<file path="src/rtl/vga_pixel_tracker.sv">
// vga_pixel_tracker: locks to a VGA raster from the PMOD bus and reports the first lit pixel each frame
module vga_pixel_tracker #(
  parameter int H_ACTIVE = 640,
  parameter int H_FP = 16,
  parameter int H_SYNC = 96,
  parameter int H_BP = 48,
  parameter int V_ACTIVE = 480,
  parameter int V_FP = 10,
  parameter int V_SYNC = 2,
  parameter int V_BP = 33
) (
  input  logic       clk,
  input  logic       rst,
  input  logic [7:0] vga_in,
  output logic       locked,
  output logic       sync_err,
  output logic       pix_valid,
  output logic [9:0] pix_x,
  output logic [9:0] pix_y,
  output logic [5:0] pix_rgb,
  output logic       pix_multi,
  output logic       frame_tick
);
  localparam int H_TOTAL = H_ACTIVE + H_FP + H_SYNC + H_BP;
  localparam int V_TOTAL = V_ACTIVE + V_FP + V_SYNC + V_BP;
  localparam logic [10:0] H_TOT = 11'(H_TOTAL);
  localparam logic [10:0] H_LO = 11'(H_SYNC + H_BP);
  localparam logic [10:0] H_HI = 11'(H_SYNC + H_BP + H_ACTIVE);
  localparam logic [9:0] V_TOT = 10'(V_TOTAL);
  localparam logic [9:0] V_LO = 10'(V_SYNC + V_BP);
  localparam logic [9:0] V_HI = 10'(V_SYNC + V_BP + V_ACTIVE);
  localparam logic [1:0] UNLOCK = 2'd0;
  localparam logic [1:0] CHECK = 2'd1;
  localparam logic [1:0] LOCKED = 2'd2;
  logic [7:0] cur, prv;
  logic [10:0] hcnt_q, hcnt;
  logic [9:0] vcnt_q, vcnt, sx, sy;
  logic [5:0] srgb;
  logic [1:0] state, nxt;
  logic first_hs, line_bad, hit, smulti;
  logic hs_lead, vs_lead, active, lit, bad_line, clean, fail, report;
  // Edge detection, raster position, timing checks and next lock state
  always_comb begin
    hs_lead = prv[7] & ~cur[7];
    vs_lead = prv[3] & ~cur[3];
    hcnt = hs_lead ? 11'd0 : hcnt_q;
    vcnt = vs_lead ? 10'd0 : vcnt_q + {9'd0, hs_lead};
    active = hcnt >= H_LO && hcnt < H_HI && vcnt >= V_LO && vcnt < V_HI;
    lit = |{cur[6:4], cur[2:0]};
    bad_line = hs_lead & ~first_hs & (hcnt_q != H_TOT);
    clean = ~line_bad & ~bad_line & (vcnt_q == V_TOT);
    fail = (state == LOCKED) & (bad_line | (vs_lead & ~clean));
    report = vs_lead & (state == LOCKED) & clean & hit;
    nxt = state == UNLOCK ? (vs_lead ? CHECK : UNLOCK) :
          state == CHECK ? (vs_lead && clean ? LOCKED : CHECK) :
          state == LOCKED && !fail ? LOCKED : UNLOCK;
  end
  assign locked = state == LOCKED;
  // Input pipeline and line/frame counters; hcnt saturates so a lost hsync cannot wrap into a valid length
  always_ff @(posedge clk or posedge rst) begin
    if (rst) begin
      cur <= '0;
      prv <= '0;
      hcnt_q <= '0;
      vcnt_q <= '0;
    end else begin
      cur <= vga_in;
      prv <= cur;
      hcnt_q <= &hcnt ? hcnt : hcnt + 11'd1;
      vcnt_q <= vcnt;
    end
  end
  // Line-length bookkeeping and first-lit-pixel capture into shadows, cleared at each frame boundary
  always_ff @(posedge clk or posedge rst) begin
    if (rst) begin
      first_hs <= 1'b1;
      line_bad <= 1'b0;
      hit <= 1'b0;
      smulti <= 1'b0;
      sx <= '0;
      sy <= '0;
      srgb <= '0;
    end else begin
      first_hs <= fail ? 1'b1 : hs_lead ? 1'b0 : first_hs;
      line_bad <= vs_lead ? 1'b0 : bad_line ? 1'b1 : line_bad;
      if (vs_lead) begin
        hit <= 1'b0;
        smulti <= 1'b0;
      end else if (active && lit) begin
        if (!hit) begin
          hit <= 1'b1;
          sx <= 10'(hcnt - H_LO);
          sy <= vcnt - V_LO;
          srgb <= {cur[0], cur[4], cur[1], cur[5], cur[2], cur[6]};
        end else smulti <= 1'b1;
      end
    end
  end
  // Lock state, error/tick pulses and the held per-frame report
  always_ff @(posedge clk or posedge rst) begin
    if (rst) begin
      state <= UNLOCK;
      sync_err <= 1'b0;
      pix_valid <= 1'b0;
      frame_tick <= 1'b0;
      pix_x <= '0;
      pix_y <= '0;
      pix_rgb <= '0;
      pix_multi <= 1'b0;
    end else begin
      state <= nxt;
      sync_err <= fail;
      pix_valid <= report;
      frame_tick <= vs_lead;
      if (report) begin
        pix_x <= sx;
        pix_y <= sy;
        pix_rgb <= srgb;
        pix_multi <= smulti;
      end
    end
  end
endmodule

</file>
<file path="config.mk">
export PLATFORM = sky130hd
export DESIGN_NAME = vga_pixel_tracker
export DESIGN_NICKNAME = d
export VERILOG_FILES = /design/src/rtl/vga_pixel_tracker.sv
export SDC_FILE = /design/constraint.sdc
export NUM_CORES = 1
export LEC_CHECK = 0
export BUFFER_PORTS_ARGS = -buffer_cell sky130_fd_sc_hd__buf_2
export CELL_PAD_IN_SITES_DETAIL_PLACEMENT = 1
export CELL_PAD_IN_SITES_GLOBAL_PLACEMENT = 1
export CORE_UTILIZATION = 41
export DETAILED_ROUTE_END_ITERATION = 12
export MAX_ROUTING_LAYER = met4
export PLACE_DENSITY_LB_ADDON = 0.1
export SLEW_MARGIN = 30
export SYNTH_ARGS = -nofsm -noshare
export SYNTH_HDL_FRONTEND = slang
export SYNTH_SLANG_ARGS = --single-unit
</file>
<file path="constraint.sdc">
create_clock -name clk -period 3.1 [get_ports clk]
set_input_delay 0.62 -clock clk [delete_from_list [all_inputs] [get_ports clk]]
set_output_delay 0.62 -clock clk [all_outputs]
set_load 0.005 [all_outputs]
</file>
==> impl_metrics.sql <==
INSERT INTO impl_metrics (metric_group, metric, value, unit) VALUES
('synthesis', 'synthDistinctLibCells', '53', ''),
('die', 'rows', '36', ''),
('die', 'die_w', '103', 'um'),
('global_route', 'first_global_vias', '3003', ''),
('synthesis', 'postSynth.topFlopCell', 'sky130_fd_sc_hd__dfrtp_1', ''),
('pwr', 'vdd_ir_drop_max', '0.000225', 'V'),
('cts', 'clkTransAtPathRegs', '0.09', 'ns'),
('cts', 'clock_tree.root_cell', 'sky130_fd_sc_hd__clkbuf_8', ''),
('flow_run', 'max_cap_viol_count', '0', ''),
('worst_setup_path', 'critPathArrivalTime', '3.28', 'ns'),
('cells_and_area', 'layout-drive-gt1-share', '39.3', '%'),
('cells_and_area', 'final_stage_net_count', '440', ''),
('worst_setup_path', 'crit_required', '3.35', 'ns'),
('sta', 'fin_crit_sh', '97.6', '%'),
('sta', 'timing.slew.headroom', '65.7', '%'),
('placed_design', 'globalplace.congestion', '0.893', ''),
('detailed_routing', 'remaining_drcs', '0', ''),
('detailed_routing', 'vias_per_cell', '5.10', ''),
('cells_and_area', 'layout.area.seq', '2330', 'um2'),
('die', 'initial_core_util', '42.8', '%'),
('worst_setup_path', 'worst_setup_path_end_kind', 'flip-flop', ''),
('sta', 'timing_limited_maximum_frequency', '331', 'MHz'),
('detailed_routing', 'routedWlPerCell', '17.2', 'um'),
('die', 'floorplan.die.height', '103', 'um'),
('sta', 'worst_clock_skew', '0.00513', 'ns'),
('die', 'design.portCount', '41', ''),
('cells_and_area', 'areaGrowthSynthToFinish', '22.6', '%'),
('cells_and_area', 'post-route-util', '52.4', '%'),
('pwr', 'p_per_area', '445', 'nW/um2'),
('cells_and_area', 'multi_input_area', '1900', 'um2'),
('die', 'fp.coreArea', '9860', 'um2'),
('cts', 'clk_latency', '0.36', 'ns'),
('detailed_routing', 'first_pass_detailed_route_iteration_total', '4', ''),
('synthesis', 'synth_sequential_area_ratio', '55.2', '%'),
('global_route', 'antenna_found_initial', '0', ''),
('detailed_routing', 'routed_wl', '9.61', 'mm'),
('synthesis', 'synth-async-reset-ratio', '100', '%'),
('worst_setup_path', 'critical_path.max_fanout', '6', ''),
('die', 'fp.dieArea', '10700', 'um2'),
('sta', 'report.final.setup_viol', '0', ''),
('cts', 'cts.path.max_buffers', '2', ''),
('global_route', 'gr-total-overflow', '0', ''),
('placed_design', 'hpwlAfterDp', '6.65', 'mm'),
('cells_and_area', 'finish.instance_area', '5170', 'um2'),
('cells_and_area', 'most-common-layout-cells', 'sky130_fd_sc_hd__dfrtp_1 (92), sky130_fd_sc_hd__buf_2 (40), sky130_fd_sc_hd__buf_4 (36), sky130_fd_sc_hd__nor2_1 (30), sky130_fd_sc_hd__mux2_2 (28)', ''),
('status', 'status', 'finished clean', ''),
('global_route', 'grt_pass1_wl', '15.4', 'mm'),
('detailed_routing', 'vias', '2855', ''),
('synthesis', 'syn_inst', '341', ''),
('sta', 'min_period', '3.02', 'ns'),
('placed_design', 'dpl_cell_area', '4850', 'um2'),
('worst_setup_path', 'reg2reg_from', 'prv[7]', ''),
('cells_and_area', 'antennaDiodeCount', '0', ''),
('synthesis', 'synth_enable_flop_cells', '0', ''),
('worst_setup_path', 'rr_endpoint', 'srgb[3]', ''),
('global_route', 'pin_count_of_the_biggest_net_entering_global_routing', '38', ''),
('global_route', 'groute.usage.overall', '20.1', '%'),
('cts', 'clock_sinks', '93', ''),
('synthesis', 'netlist_area', '4220', 'um2'),
('worst_setup_path', 'start_kind', 'flip-flop', ''),
('cells_and_area', 'final_common_cell', 'sky130_fd_sc_hd__dfrtp_1', ''),
('worst_hold_path', 'timing.hold.worst.class', 'in -> async', ''),
('synthesis', 'postSynthNetCount', '359', ''),
('worst_setup_path', 'ff2ff_setup_slack', '0.08', 'ns'),
('cells_and_area', 'fillers', '1032', ''),
('cts', 'cts.htree.levels', '3', ''),
('detailed_routing', 'drt_first_iter_violations', '129', ''),
('worst_setup_path', 'timing.setup.critical_path_class', 'reg -> reg', ''),
('cts', 'tritoncts', 'yes', ''),
('pwr', 'p_leak', '2.64', 'nW'),
('cts', 'cts_made_buffers', '9', ''),
('sta', 'report.final.hold_viol_count', '0', ''),
('detailed_routing', 'ant_nets', '0', ''),
('sta', 'tightest_slew', '0.514', 'ns'),
('synthesis', 'count_of_state_elements_after_synthesis', '93', ''),
('worst_setup_path', 'r2r_cells', '13', ''),
('synthesis', 'yosys_warnings', '0', ''),
('synthesis', 'syn-mean-instance-area', '12.4', 'um2'),
('sta', 'maxSlewViolCount', '0', ''),
('placed_design', 'portBuffers', '40', '');
-- what timing repair did --
| action | CTS | global route |
|---|---|---|
| buffers inserted | 2 | 3 |
| endpoints found under the setup margin | 14 | 24 |
| hold buffers | 0 | 0 |
| pin swaps | 1 | 6 |
| gates cloned | 0 | 1 |
| gates resized for setup | 2 | 22 |
| hold endpoints to repair | 0 | 0 |
-- through the flow --
step                  TNS, ns  setup WS (ns)  hold slack (ns)  instances  total power [W]
floorplan                   0         0.0240            0.346        341          0.00146
global placement        -2.89         -0.144            0.353        538          0.00156
detailed placement      -1.45         -0.163            0.360        539          0.00157
CTS                 -0.000209      -0.000209            0.267        557          0.00231
global route           -0.163        -0.0226            0.308        560          0.00241
finish                      0         0.0754            0.263        560          0.00230
-- critical path, cell delays in order, from the launching register on --
cell,delay [ns]
sky130_fd_sc_hd__dfrtp_1,0.40
sky130_fd_sc_hd__nand2b_4,0.09
sky130_fd_sc_hd__inv_4,0.04
sky130_fd_sc_hd__ha_4,0.16
sky130_fd_sc_hd__ha_4,0.17
sky130_fd_sc_hd__buf_6,0.13
sky130_fd_sc_hd__xnor2_4,0.16
sky130_fd_sc_hd__nor2_4,0.06
sky130_fd_sc_hd__buf_4,0.15
sky130_fd_sc_hd__or4_4,0.53
sky130_fd_sc_hd__nor4_4,0.38
sky130_fd_sc_hd__o21ai_4,0.16
sky130_fd_sc_hd__clkbuf_16,0.20
sky130_fd_sc_hd__mux2_4,0.29
-- worst max path at each step --
stage          endpoint  startpoint
2_1_floorplan   srgb[5]      cur[7]
3_3_place_gp      sx[1]      cur[7]
3_5_place_dp      sx[1]      cur[7]
4_1_cts           sx[1]      cur[7]
5_1_grt           sy[8]      cur[7]
6_report        srgb[3]      prv[7]
-- flip-flops by register name, indices dropped and copies added, names as in the netlist, 2 cells and up --
name     flops
hcnt_q      11
pix_x       10
pix_y       10
sx          10
sy          10
vcnt_q      10
cur          8
pix_rgb      6
srgb         6
prv          2
state        2
-- kinds of logic (layout without fill, tap and decap cells) --
logic type                 Yosys count  count (layout)  synth area share, %
and+or+nand+nor                    106             106                 13.0
DFF                                 93              93                 55.2
muxes                               54              54                 15.7
AOI/OAI and AO/OA                   30              30                 5.78
buffers and inverters               27             113                 3.14
xor gates and xnor gates            23              23                 4.77
adders and majority gates            8               8                 2.37
-- cell type report --
cell class | instances | area share (%)
Sequential cell | 93 | 45.0
Timing Repair Buffer | 81 | 10.4
Clock inverter | 5 | 0.677
Clock buffer | 11 | 2.54
Multi-Input combinational cell | 221 | 36.8
Inverter | 16 | 1.33
Tap cell | 133 | 3.22
-- synth_stat cells (2+ instances only) --
cell,instances,area [um2]
sky130_fd_sc_hd__nand3_1,5,25.0
sky130_fd_sc_hd__mux2i_1,4,40.0
sky130_fd_sc_hd__nand2b_1,2,12.5
sky130_fd_sc_hd__nor2_1,32,120
sky130_fd_sc_hd__a21oi_1,9,45.0
sky130_fd_sc_hd__clkbuf_1,5,18.8
sky130_fd_sc_hd__nor3_1,6,30.0
sky130_fd_sc_hd__mux2_4,16,240
sky130_fd_sc_hd__nor4_1,6,37.5
sky130_fd_sc_hd__xor2_1,9,78.8
sky130_fd_sc_hd__xnor2_1,14,123
sky130_fd_sc_hd__and2_1,2,12.5
sky130_fd_sc_hd__nand3b_1,2,15.0
sky130_fd_sc_hd__ha_1,8,100
sky130_fd_sc_hd__inv_1,15,56.3
sky130_fd_sc_hd__nand4_1,9,56.3
sky130_fd_sc_hd__nand2_1,22,82.6
sky130_fd_sc_hd__nor2b_1,2,12.5
sky130_fd_sc_hd__mux2_2,28,315
sky130_fd_sc_hd__nor3b_1,2,15.0
sky130_fd_sc_hd__o31a_1,2,17.5
sky130_fd_sc_hd__or4_1,2,15.0
sky130_fd_sc_hd__a211oi_1,3,22.5
sky130_fd_sc_hd__o21ai_0,3,15.0
sky130_fd_sc_hd__buf_2,3,15.0
sky130_fd_sc_hd__buf_6,3,33.8
sky130_fd_sc_hd__dfrtp_1,92,2300
sky130_fd_sc_hd__and3_1,4,25.0
sky130_fd_sc_hd__mux2_1,6,67.6
sky130_fd_sc_hd__a21o_1,2,15.0
-- power breakdown --
| part | switching, W | internal, W |
|---|---|---|
| Sequential | 0.0000549 | 0.00125 |
| Combinational | 0.000147 | 0.000119 |
| Clock | 0.000437 | 0.000296 |
-- routing by layer --
layer  part of all wire, %  wire length, um  track usage (%)  vias up
met3                   3.1              296             2.82       15
li1                      -                -                -     1348
met1                    50             4840             28.0     1436
met2                    45             4350             29.3       56
met5                     0                0                -        -
met4                   1.4              131             8.45        0
No activity file was read; power rests on OpenSTA's default activity.
